### config.mk
export PLATFORM = sky130hd
export DESIGN_NAME = count_scan_display
export DESIGN_NICKNAME = d
export VERILOG_FILES = /design/src/rtl/count_scan_display.sv
export SDC_FILE = /design/constraint.sdc
export NUM_CORES = 1
export LEC_CHECK = 0
export ABC_AREA = 0
export BUFFER_PORTS_ARGS = -buffer_cell sky130_fd_sc_hd__buf_2
export CORE_MARGIN = 5
export CORE_UTILIZATION = 39
export CTS_BUF_LIST = sky130_fd_sc_hd__clkbuf_4 sky130_fd_sc_hd__clkbuf_8
export DETAILED_ROUTE_END_ITERATION = 16
export GPL_ROUTABILITY_DRIVEN = 0
export HOLD_SLACK_MARGIN = 0.03
export SLEW_MARGIN = 15
export SYNTH_ARGS = -nofsm -noshare
export SYNTH_HDL_FRONTEND = slang
export SYNTH_SLANG_ARGS = --single-unit
### constraint.sdc
create_clock -name clk -period 3 [get_ports clk]
set_input_delay 0.6 -clock clk [delete_from_list [all_inputs] [get_ports clk]]
set_output_delay 0.6 -clock clk [all_outputs]
set_load 0.005 [all_outputs]
### src/rtl/count_scan_display.sv
// count_scan_display: display end for the 8-bit up/down counter.
// The counter value is converted to three BCD digits by a sequential
// shift-add-3 engine. Direction plus decimal count are shown on a
// 4-digit multiplexed, active-low 7-segment display.
module count_scan_display #(
    parameter int SCAN_DIV = 50000
) (
    input  logic       clk,
    input  logic       clr_n,
    input  logic [7:0] value,
    input  logic       mode,
    output logic [6:0] seg,
    output logic [3:0] an,
    output logic       busy
);

    localparam int PW = $clog2(SCAN_DIV);
    localparam logic [PW-1:0] PRESC_LAST = PW'(SCAN_DIV - 1);

    localparam logic [6:0] SEG_U     = 7'h41;
    localparam logic [6:0] SEG_D     = 7'h21;
    localparam logic [6:0] SEG_BLANK = 7'h7F;

    typedef enum logic [1:0] {
        IDLE,
        CONV,
        DONE
    } state_t;

    state_t        state;
    logic [PW-1:0] presc;
    logic          tick;
    logic [1:0]    digit;
    logic [19:0]   sr;
    logic [2:0]    iter;
    logic [7:0]    capValue;
    logic          capMode;
    logic [11:0]   bcd;
    logic          dispMode;
    logic [11:0]   bcdNext;
    logic          modeNext;

    // Active-low segment pattern for one decimal digit.
    function automatic logic [6:0] segCode(input logic [3:0] n);
        logic [6:0] s;
        case (n)
            4'd0:    s = 7'h40;
            4'd1:    s = 7'h79;
            4'd2:    s = 7'h24;
            4'd3:    s = 7'h30;
            4'd4:    s = 7'h19;
            4'd5:    s = 7'h12;
            4'd6:    s = 7'h02;
            4'd7:    s = 7'h78;
            4'd8:    s = 7'h00;
            4'd9:    s = 7'h10;
            default: s = SEG_BLANK;
        endcase
        return s;
    endfunction

    // Glyph for a scan slot, including direction letter and leading-zero blanking.
    function automatic logic [6:0] digitSeg(input logic [1:0] d, input logic [11:0] b,
                                            input logic m);
        logic [6:0] s;
        case (d)
            2'd3:    s = m ? SEG_D : SEG_U;
            2'd2:    s = (b[11:8] == 4'd0) ? SEG_BLANK : segCode(b[11:8]);
            2'd1:    s = (b[11:4] == 8'd0) ? SEG_BLANK : segCode(b[7:4]);
            default: s = segCode(b[3:0]);
        endcase
        return s;
    endfunction

    // One double-dabble iteration: add 3 to every BCD nibble >= 5, then shift left.
    function automatic logic [19:0] ddStep(input logic [19:0] s);
        logic [19:0] t;
        t = s;
        if (t[19:16] >= 4'd5) t[19:16] = t[19:16] + 4'd3;
        if (t[15:12] >= 4'd5) t[15:12] = t[15:12] + 4'd3;
        if (t[11:8]  >= 4'd5) t[11:8]  = t[11:8]  + 4'd3;
        return {t[18:0], 1'b0};
    endfunction

    assign tick = (presc == PRESC_LAST);

    // Data the display will hold after this edge, so a DONE on a tick edge lands in the same slot.
    always_comb begin
        bcdNext  = bcd;
        modeNext = dispMode;
        if (state == DONE) begin
            bcdNext  = sr[19:8];
            modeNext = capMode;
        end
    end

    // Scan prescaler: free-running modulo-SCAN_DIV counter.
    always_ff @(posedge clk or negedge clr_n) begin
        if (!clr_n) begin
            presc <= '0;
        end else if (tick) begin
            presc <= '0;
        end else begin
            presc <= presc + PW'(1);
        end
    end

    // Digit scanner: on each tick, drive the current digit index and move to the next one.
    always_ff @(posedge clk or negedge clr_n) begin
        if (!clr_n) begin
            digit <= 2'd0;
            an    <= 4'b1111;
            seg   <= SEG_BLANK;
        end else if (tick) begin
            an    <= ~(4'b0001 << digit);
            seg   <= digitSeg(digit, bcdNext, modeNext);
            digit <= digit + 2'd1;
        end
    end

    // Conversion FSM: capture on input change, 8 shift-add-3 steps, then publish the result.
    always_ff @(posedge clk or negedge clr_n) begin
        if (!clr_n) begin
            state    <= IDLE;
            sr       <= '0;
            iter     <= '0;
            capValue <= '0;
            capMode  <= 1'b0;
            bcd      <= '0;
            dispMode <= 1'b0;
            busy     <= 1'b0;
        end else begin
            case (state)
                IDLE: begin
                    if ((value != capValue) || (mode != capMode)) begin
                        capValue <= value;
                        capMode  <= mode;
                        sr       <= {12'b0, value};
                        iter     <= '0;
                        busy     <= 1'b1;
                        state    <= CONV;
                    end
                end
                CONV: begin
                    sr   <= ddStep(sr);
                    iter <= iter + 3'd1;
                    if (iter == 3'd7) begin
                        state <= DONE;
                    end
                end
                DONE: begin
                    bcd      <= bcdNext;
                    dispMode <= modeNext;
                    busy     <= 1'b0;
                    state    <= IDLE;
                end
                default: begin
                    state <= IDLE;
                    busy  <= 1'b0;
                end
            endcase
        end
    end

endmodule

==> metrics.md, run 1 <==
| Metric | Value |
|---|---|
| Final hold vios | `0` |
| EDFF count, synth | `0` |
| Initial Util | `39.3%` |
| Register area share after synthesis | `43.6%` |
| Yosys top cell by area | `dfrtp_1` |
| Cts repair resizes | `0` |
| Worst-Skew Late Latency | `380 ps` |
| Max Cap Viol | `0` |
| FP Rows | `39` |
| Post-DRT Antenna Nets | `0` |
| Main synth FF type | `dfrtp_1` |
| Launching point of the worst reg2reg path | `state[0]` |
| Nets | `approximately 520` |
| Most frequent cells in the layout | `dfrtp_1 (66), o21ai_0 (44), nor2_1 (35)` |
| Critical R2R Capture | `seg[1]` |
| Fill cells | `1109` |
| Register area | `1940 sq um` |
| Wire per inst | `between 15 and 20 um` |
| 1st-pass router iterations | `4` |
| Leak pwr | `~2.3 nW` |
| Area of the multi-input gates | `approximately 2300 sq um` |
| Max clock buf depth | `2` |
| Detailed Route Iter0 Violations | `~220` |
| Layout Utilization | `43.1%` |
| Final min period | `about 2800 ps` |
| Met2 GRT Util | `23.9%` |
| Startpoint types | `register` |
| Commonest non-fill, non-tap cell in the layout | `dfrtp_1` |
| Post-synth cell types | `between 60 and 70` |
| Tcrit/Tclk final | `92.3%` |
| Post-synth top area share | `between 30 and 40%` |
| CTS buffer count | `9` |
| Layout cells sized above 1 | `between 10% and 20%` |
| Hold WC Path Type | `in2async` |
| Synth area leaders | `dfrtp_1 (37%), ha_1 (7.0%), dfstp_2 (6.5%), o21ai_0 (4.9%), xor2_1 (3.7%)` |
| Max Clk Rate | `~360 MHz` |
| Worst-path fanout max | `30` |
| Power Dens Cells | `roughly 850 nW/um^2` |
| Initial antenna violation count | `0` |
| Syn_area_per_cell | `9.51 sq um` |
| Die Height | `around 120 um` |
| Largest net degree at the start of global routing | `78` |
| Area Overhead vs Synth | `9.70%` |
| Core ar. | `~11000 sq um` |
| Dpl cells | `618` |
| Clock sink count | `77` |
| Num ports | `23` |
| Yosys reg bits | `77` |
| Total power | `4.13 mW` |
| Via density | `between 5 and 6` |
| Reg clk slew, reported paths | `roughly 80 ps` |
| Setup Fix Bufs, Post-CTS | `0` |
| First-pass GRT wire length | `16300 um` |
| Root buffer cell | `clkbuf_8` |
| Gr ovfl total | `0` |
| Final setup vio count | `0` |
| Vias | `roughly 3400` |
| Critical path type | `reg2reg` |
| H-tree Lvls | `3` |
| Die ar. | `roughly 14000 sq um` |
| Reg2Reg Setup Slack | `230 ps` |
| DRC | `0` |
| Die X | `around 120 um` |
| Status | `complete, no violations` |
| Mapped Area | `between 4000 and 5000 sq um` |
| I/O Buffers | `22` |
| Asr flop ratio synth | `100%` |
| Met1 usage | `19.9%` |
| Final instance area | `around 4900 sq um` |
| Detail Placement HPWL | `6660 um` |
| Rel. slew slack | `between 30% and 40%` |
| GRT Max-Usage Layer | `met2` |
| CTS tree | `done` |
| Syn nets | `504` |
| Max Clock Skew | `between 15 and 20 ps` |
| Slew Limit Fails | `0` |
| Slew @ Worst Pin | `between 900 and 1000 ps` |
| TNS Setup | `0 ps` |
| RSZ-0062 raised after global routing | `no` |
| Cells after synthesis | `~470` |
| Placed cell area | `around 4700 sq um` |
| Vias in the first global route | `3438` |
| Gr usage total | `between 10% and 20%` |
| WP data arrival | `between 3000 and 4000 ps` |
| Peak supply drop | `about 410 uV` |
| CP Capture Type | `register` |
| Reg2Reg Depth | `8` |
| Synth Warn # | `0` |
| Cts hold-fix bufs | `0` |
| WP data required | `3300 ps` |
| Global-route track usage on met3 | `under 10%` |
| WL final | `around 9600 um` |
| N_diodes | `0` |
| Non-Filler Instances | `634` |
==> metrics by stage <==
| stage | setup slack [ps] | hold slack, ps |
|---|---|---|
| finish | 231 | 374 |
| floorplan | 493 | 304 |
| global placement | 436 | 458 |
| global route | 3.42 | 478 |
| CTS | 275 | 419 |
| detailed placement | 324 | 460 |
==> power breakdown <==
part	total (mW)	internal (mW)	switching [mW]
sequential	1.63	1.33	0.305
clock	0.816	0.411	0.405
combinational	1.68	0.724	0.954
==> per-layer routing <==
layer / wire length [um] / part of all wire (%)
met2: 4490 / 47
met1: 4510 / 47
met5: 0 / 0
met4: 259 / 2.7
met3: 351 / 3.7
==> logic make-up after synthesis <==
kind of cell / count (synthesis) / share of synthesized area, %
muxes: 12 / 3.18
adders and majority gates: 25 / 7.03
AOI/OAI and AO/OA: 122 / 18.3
and+or+nand+nor: 146 / 16.8
DFF: 77 / 43.6
buffers and inverters: 57 / 5.40
xor gates and xnor gates: 29 / 5.71
==> cell type report <==
cell class	count	area share, %
multi-input combinational	334	46.5
clock buffer	11	2.97
sequential	77	39.7
tap	143	3.66
timing repair buffer	29	3.38
inverter	35	2.69
clock inverter	5	1.05
==> cell usage after synthesis, types with 8 or more instances <==
cell      count
a21o_1        9
a21oi_1      19
a31oi_1       9
and3_1        8
clkbuf_1     14
dfrtp_1      66
dfstp_2      11
ha_1         25
inv_1        33
nand2_1      33
nand3_1      24
nor2_1       35
nor3_1       11
o21ai_0      44
xnor2_1      10
xor2_1       19
==> state kept, by name, indices dropped and copies added (netlist names) <==
register,cells
an,4
bcd,12
busy,1
capMode,1
capValue,8
digit,2
dispMode,1
iter,3
presc,16
seg,7
sr,20
state,2
==> worst max-delay path, stage by stage (launching register included) <==
cell and delay, ps:
dfrtp_1 560, nand2b_4 410, mux2_2 440, inv_1 100, ha_1 380, nand3_1 190
mux2i_1 290, o21ai_0 160, a31oi_1 170
==> how the worst max path moves through the flow <==
stage | startpoint | endpoint | slack (ps) | cells after the start
global route | state[0] | seg[0] | 3 | 8
detailed placement | state[0] | seg[1] | 320 | 8
finish | state[0] | seg[1] | 230 | 8
CTS | state[0] | seg[1] | 280 | 8
floorplan | state[1] | seg[4] | 490 | 12
global placement | state[0] | seg[2] | 440 | 8
No activity file was read; power rests on OpenSTA's default activity.
==> run 2, diff against run 1 <==
Settings changed: SKIP_CTS_REPAIR_TIMING from default to 1.
Clock period 3 ns to 2.7 ns, I/O delays scaled along.
==> metrics.md, run 2 (same netlist as run 1, synthesis figures left out) <==
| Metric | Value |
|---|---|
| Status | `complete, no violations (unchanged)` |
| Worst path max stage delay | `550 ps (was 560 ps)` |
| Initial Util | `39.3% (unchanged)` |
| Die Height | `117 um (unchanged)` |
| Clock sink count | `77 (unchanged)` |
| Slew Limit Fails | `0 (unchanged)` |
| Critical path type | `reg2reg (unchanged)` |
| Max Cap Viol | `0 (unchanged)` |
| I/O Buffers | `22 (unchanged)` |
| Critical R2R Capture | `seg[3] (was seg[1])` |
| Top reg by flops | `sr (unchanged)` |
| CTS buffer count | `9 (unchanged)` |
| Detailed Route Iter0 Violations | `203 (was 221)` |
| Num ports | `23 (unchanged)` |
| Dpl cells | `620 (was 618)` |
| Via density | `5.32 (was 5.38)` |
| Final hold vios | `0 (unchanged)` |
| Largest net degree at the start of global routing | `41 (was 78)` |
| Startpoint types | `register (unchanged)` |
| Reg2Reg Setup Slack | `200 ps (was 230 ps)` |
| Worst setup margin | `195 ps (was 231 ps)` |
| Core ar. | `11300 sq um (unchanged)` |
| Nets | `529 (was 522)` |
| DRC | `0 (unchanged)` |
| Worst slack, placed | `229 ps (was 324 ps)` |
| RSZ-0062 raised after global routing | `no (unchanged)` |
| Max reg flops | `20 (unchanged)` |
| CTS tree | `done (unchanged)` |
| Layout cells sized above 1 | `16.5% (was 14.9%)` |
| Detail Placement HPWL | `6900 um (was 6660 um)` |
| Placed cell area | `4710 sq um (was 4690 sq um)` |
| Wire per inst | `14.9 um (was 15.2 um)` |
| Die ar. | `13600 sq um (unchanged)` |
| WL final | `9540 um (was 9610 um)` |
| TNS Setup | `0 ps (unchanged)` |
| Die X | `117 um (unchanged)` |
| Final min period | `2500 ps (was 2770 ps)` |
| Hold WC Path Type | `in2async (unchanged)` |
| WP data required | `3000 ps (was 3300 ps)` |
| Tcrit/Tclk final | `92.8% (was 92.3%)` |
| Max Clk Rate | `399 MHz (was 361 MHz)` |
| H-tree Lvls | `3 (unchanged)` |
| Gr ovfl total | `0 (unchanged)` |
| Slew @ Worst Pin | `550 ps (was 975 ps)` |
| CP Capture Type | `register (unchanged)` |
| Commonest non-fill, non-tap cell in the layout | `dfrtp_1 (unchanged)` |
| Final setup vio count | `0 (unchanged)` |
| Power Dens Cells | `923 nW/um^2 (was 845 nW/um^2)` |
| Non-Filler Instances | `641 (was 634)` |
| Most frequent cells in the layout | `dfrtp_1 (66), o21ai_0 (44), nor2_1 (35) (unchanged)` |
| Rel. slew slack | `63.3% (was 35.0%)` |
| 1st-pass router iterations | `4 (unchanged)` |
| Area Overhead vs Synth | `11.3% (was 9.70%)` |
| Critical-path top delay cell | `dfrtp_1 (unchanged)` |
| Peak supply drop | `582 uV (was 407 uV)` |
| Launching point of the worst reg2reg path | `state[1] (was state[0])` |
| CP cell instances | `nor2b_4 -> buf_4 -> mux2i_1 -> inv_2 -> a311oi_2 -> a22oi_1 -> o21ai_0 -> o21ai_0 (was nand2b_4 -> mux2_2 -> inv_1 -> ha_1 -> nand3_1 -> mux2i_1 -> o21ai_0 -> a31oi_1)` |
| FP Rows | `39 (unchanged)` |
| Root buffer cell | `clkbuf_8 (unchanged)` |
| Reg2Reg Depth | `8 (unchanged)` |
| Gr usage total | `15.3% (was 15.4%)` |
| Leak pwr | `2.29 nW (was 2.26 nW)` |
| Worst-Skew Late Latency | `380 ps (about the same)` |
| Vias | `3409 (was 3410)` |
| Post-DRT Antenna Nets | `0 (unchanged)` |
| Worst-path fanout max | `16 (was 30)` |
| Reg clk slew, reported paths | `80 ps (about the same)` |
| WP data arrival | `2800 ps (was 3070 ps)` |
| Vias in the first global route | `3407 (was 3438)` |
| Initial antenna violation count | `0 (unchanged)` |
| Max Clock Skew | `9.71 ps (was 16.5 ps)` |
| First-pass GRT wire length | `16300 um (about the same)` |
| Final instance area | `4950 sq um (was 4880 sq um)` |
| Most used cell, CP | `o21ai_0` |
| Max clock buf depth | `2 (unchanged)` |
| N_diodes | `0 (unchanged)` |
| Largest registers | `sr: 20 flops, presc: 16 flops, bcd: 12 flops (unchanged)` |
==> run 2: cell count changes in the layout (fill, tap and decap cells not counted), sizes merged <==
cell / before / now
inv: 35 / 36
clkinvlp: 1 / 3
clkbuf: 11 / 9
clkinv: 3 / 2
buf: 29 / 36
==> run 2: layout make-up <==
cell class              instances  area, sq um
clock inverters                 7         75.1
flip-flops and latches         77         1940
multi-input cells             334         2270
inverters                      35          131
clock buffers                   9          124
repair buffers                 36          230
fillers                      1125         6370
well taps                     143          179
==> run 2: critical path, delay by kind of cell (launching register included) <==
kind	cells	cell delay, ps
and+or+nand+nor	1	250
buffers and inverters	2	400
AOI/OAI and AO/OA	4	770
DFF	1	550
muxes	1	460
==> run 2: worst max path at each step <==
stage | start | endpoint | slack [ps] | cells past startpoint
floorplan | state[1] | seg[4] | 190 | 12
global placement | state[1] | seg[4] | 300 | 8
detailed placement | state[1] | seg[4] | 230 | 8
CTS | state[1] | seg[0] | 200 | 8
global route | state[1] | seg[3] | 20 | 8
finish | state[1] | seg[3] | 200 | 8
==> run 2: metrics by stage <==
step | power [mW] | util (%) | hold slack [ps]
2_1_floorplan | 3.20 | - | 244
3_3_place_gp | 3.64 | 41.6 | 463
3_5_place_dp | 3.69 | 41.6 | 475
4_1_cts | 4.61 | 43.4 | 144
5_1_grt | 4.97 | 43.7 | 163
6_report | 4.57 | 43.7 | 149
==> run 2: power breakdown <==
group	switching (mW)	total (mW)	internal [mW]
combinational	1.07	1.88	0.813
clock	0.469	0.899	0.429
sequential	0.312	1.79	1.47
total	1.85	4.57	2.72
==> run 2: per-layer routing <==
metal  up-vias  track usage (%)  wire length [um]
met4         0             4.36                76
met5         -                0                 0
met2        38             24.7              4710
met3         5             5.04               273
met1      1667             19.6              4480
li1       1699                -                 -
==> run 3, diff against run 2 <==
Settings changed: CORE_MARGIN 5 to default, CTS_BUF_LIST sky130_fd_sc_hd__clkbuf_4 sky130_fd_sc_hd__clkbuf_8 to default.
==> metrics.md, run 3 (same netlist as run 1, synthesis figures left out) <==
| Metric | Value |
|---|---|
| Status | `complete, no violations (unchanged)` |
| N_diodes | `0 (unchanged)` |
| Layout Utilization | `45.2% (was 43.7%)` |
| H-tree Lvls | `3 (unchanged)` |
| Clock sink count | `77 (unchanged)` |
| WP data arrival | `2660 ps (was 2800 ps)` |
| WL final | `9630 um (was 9540 um)` |
| FP Rows | `38 (was 39)` |
| Detail Placement HPWL | `6970 um (was 6900 um)` |
| Worst-path fanout max | `16 (unchanged)` |
| Max Clk Rate | `415 MHz (was 399 MHz)` |
| CP cell instances | `nand2b_4 -> o21ai_0 -> inv_1 -> ha_1 -> a31oi_1 -> a21oi_1 -> a2111oi_0 -> o21ai_1 (was nor2b_4 -> buf_4 -> mux2i_1 -> inv_2 -> a311oi_2 -> a22oi_1 -> o21ai_0 -> o21ai_0)` |
| Max clock buf depth | `2 (unchanged)` |
| Initial antenna violation count | `0 (unchanged)` |
| Power Dens Cells | `957 nW/um^2 (was 923 nW/um^2)` |
| WP data required | `2950 ps (was 3000 ps)` |
| First-pass GRT wire length | `16300 um (about the same)` |
| Worst-Skew Late Latency | `340 ps (was 380 ps)` |
| Critical-path top delay cell | `dfrtp_2 (was dfrtp_1)` |
| Wire per inst | `15.2 um (was 14.9 um)` |
| Num ports | `23 (unchanged)` |
| TNS Setup | `0 ps (unchanged)` |
| CP Capture Type | `register (unchanged)` |
| 1st-pass router iterations | `4 (unchanged)` |
| Top reg by flops | `sr (unchanged)` |
| CP top delay family | `compound AO/OA/AOI/OAI gates (unchanged)` |
| CP bufs+invs | `1 (was 2)` |
| Post-DRT Antenna Nets | `0 (unchanged)` |
| Gr usage total | `17.8% (was 15.3%)` |
| Largest registers | `sr: 20 flops, presc: 16 flops, bcd: 12 flops (unchanged)` |
| Tcrit/Tclk final | `89.4% (was 92.8%)` |
| Via density | `5.44 (was 5.32)` |
| Max Clock Skew | `9.21 ps (was 9.71 ps)` |
| Nets | `526 (was 529)` |
| I/O Buffers | `22 (unchanged)` |
| Fill cells | `1055 (was 1125)` |
| Critical path type | `reg2reg (unchanged)` |
| Register area | `1940 sq um (about the same)` |
| RSZ-0062 raised after global routing | `no (unchanged)` |
| Layout cells sized above 1 | `15.2% (was 16.5%)` |
| Final min period | `2410 ps (was 2500 ps)` |
| Die ar. | `11800 sq um (was 13600 sq um)` |
| Vias | `3455 (was 3409)` |
| Vias in the first global route | `3301 (was 3407)` |
| Area of the multi-input gates | `2270 sq um (unchanged)` |
| Final instance area | `4970 sq um (was 4950 sq um)` |
| Placed cell area | `4710 sq um (about the same)` |
| Worst path max stage delay | `470 ps (was 550 ps)` |
| Final setup vio count | `0 (unchanged)` |
| Hold WC Path Type | `in2async (unchanged)` |
| Max reg flops | `20 (unchanged)` |
| Startpoint types | `register (unchanged)` |
| Largest net degree at the start of global routing | `41 (unchanged)` |
| Core ar. | `11000 sq um (was 11300 sq um)` |
| Slew Limit Fails | `0 (unchanged)` |
| Die X | `109 um (was 117 um)` |
| CTS tree | `done (unchanged)` |
| Slew @ Worst Pin | `736 ps (was 550 ps)` |
| Gr ovfl total | `0 (unchanged)` |
| CTS buffer count | `9 (unchanged)` |
| Commonest non-fill, non-tap cell in the layout | `dfrtp_1 (unchanged)` |
| Area Overhead vs Synth | `11.7% (was 11.3%)` |
| Root buffer cell | `clkbuf_16 (was clkbuf_8)` |
| Rel. slew slack | `50.9% (was 63.3%)` |
| Most frequent cells in the layout | `dfrtp_1 (65), o21ai_0 (44), nor2_1 (35) (was dfrtp_1 (66), o21ai_0 (44), nor2_1 (35))` |
| Leak pwr | `2.31 nW (was 2.29 nW)` |
| Initial Util | `40.5% (was 39.3%)` |
| Die Height | `109 um (was 117 um)` |
| Peak supply drop | `382 uV (was 582 uV)` |
| Detailed Route Iter0 Violations | `156 (was 203)` |
| Final hold vios | `0 (unchanged)` |
| DRC | `0 (unchanged)` |
| Reg clk slew, reported paths | `60 ps (was 80 ps)` |
| Max Cap Viol | `0 (unchanged)` |
-- run 3: where the power goes --
group / internal, mW / leakage, nW / total (mW) / switching, mW
clock: 0.621 / 0.125 / 1.08 / 0.458
sequential: 1.48 / 0.949 / 1.82 / 0.337
combinational: 0.802 / 1.23 / 1.86 / 1.06
-- run 3: stage by stage --
stage          cells  hold WS [ps]  total power [mW]  setup slack, ps
2_1_floorplan    468           244              3.20              193
3_3_place_gp     619           459              3.63              256
3_5_place_dp     619           466              3.69              152
4_1_cts          635           205              4.78              149
5_1_grt          635           223              5.13             86.2
6_report         635           186              4.75              288
-- run 3: layout make-up --
| class | count | area share, % |
|---|---|---|
| clock inverter | 2 | 0.201 |
| multi-input combinational | 334 | 45.7 |
| tap | 140 | 3.52 |
| timing repair buffer | 33 | 3.93 |
| clock buffer | 14 | 4.91 |
| sequential | 77 | 39.1 |
| inverter | 35 | 2.64 |
-- run 3: per-layer routing --
layer | global-route usage (%) | up-vias | wire, um
met4 | 8.11 | 0 | 188
met3 | 3.17 | 22 | 339
li1 | - | 1694 | -
met1 | 24.3 | 1676 | 4570
met2 | 27.4 | 63 | 4540
met5 | 0 | - | 0
-- run 3: path summary, 6_finish.rpt --
path / to / startpoint / slack [ps] / depth (start not counted)
min: capValue[6] / clr_n / 190 / 1
min reg2reg: seg[6] / seg[6] / 470 / 2
max reg2reg: seg[6] / state[0] / 290 / 8
min in group clk: seg[6] / seg[6] / 470 / 2
max in group asynchronous: bcd[8] / clr_n / 1890 / 2
max: seg[6] / state[0] / 290 / 8
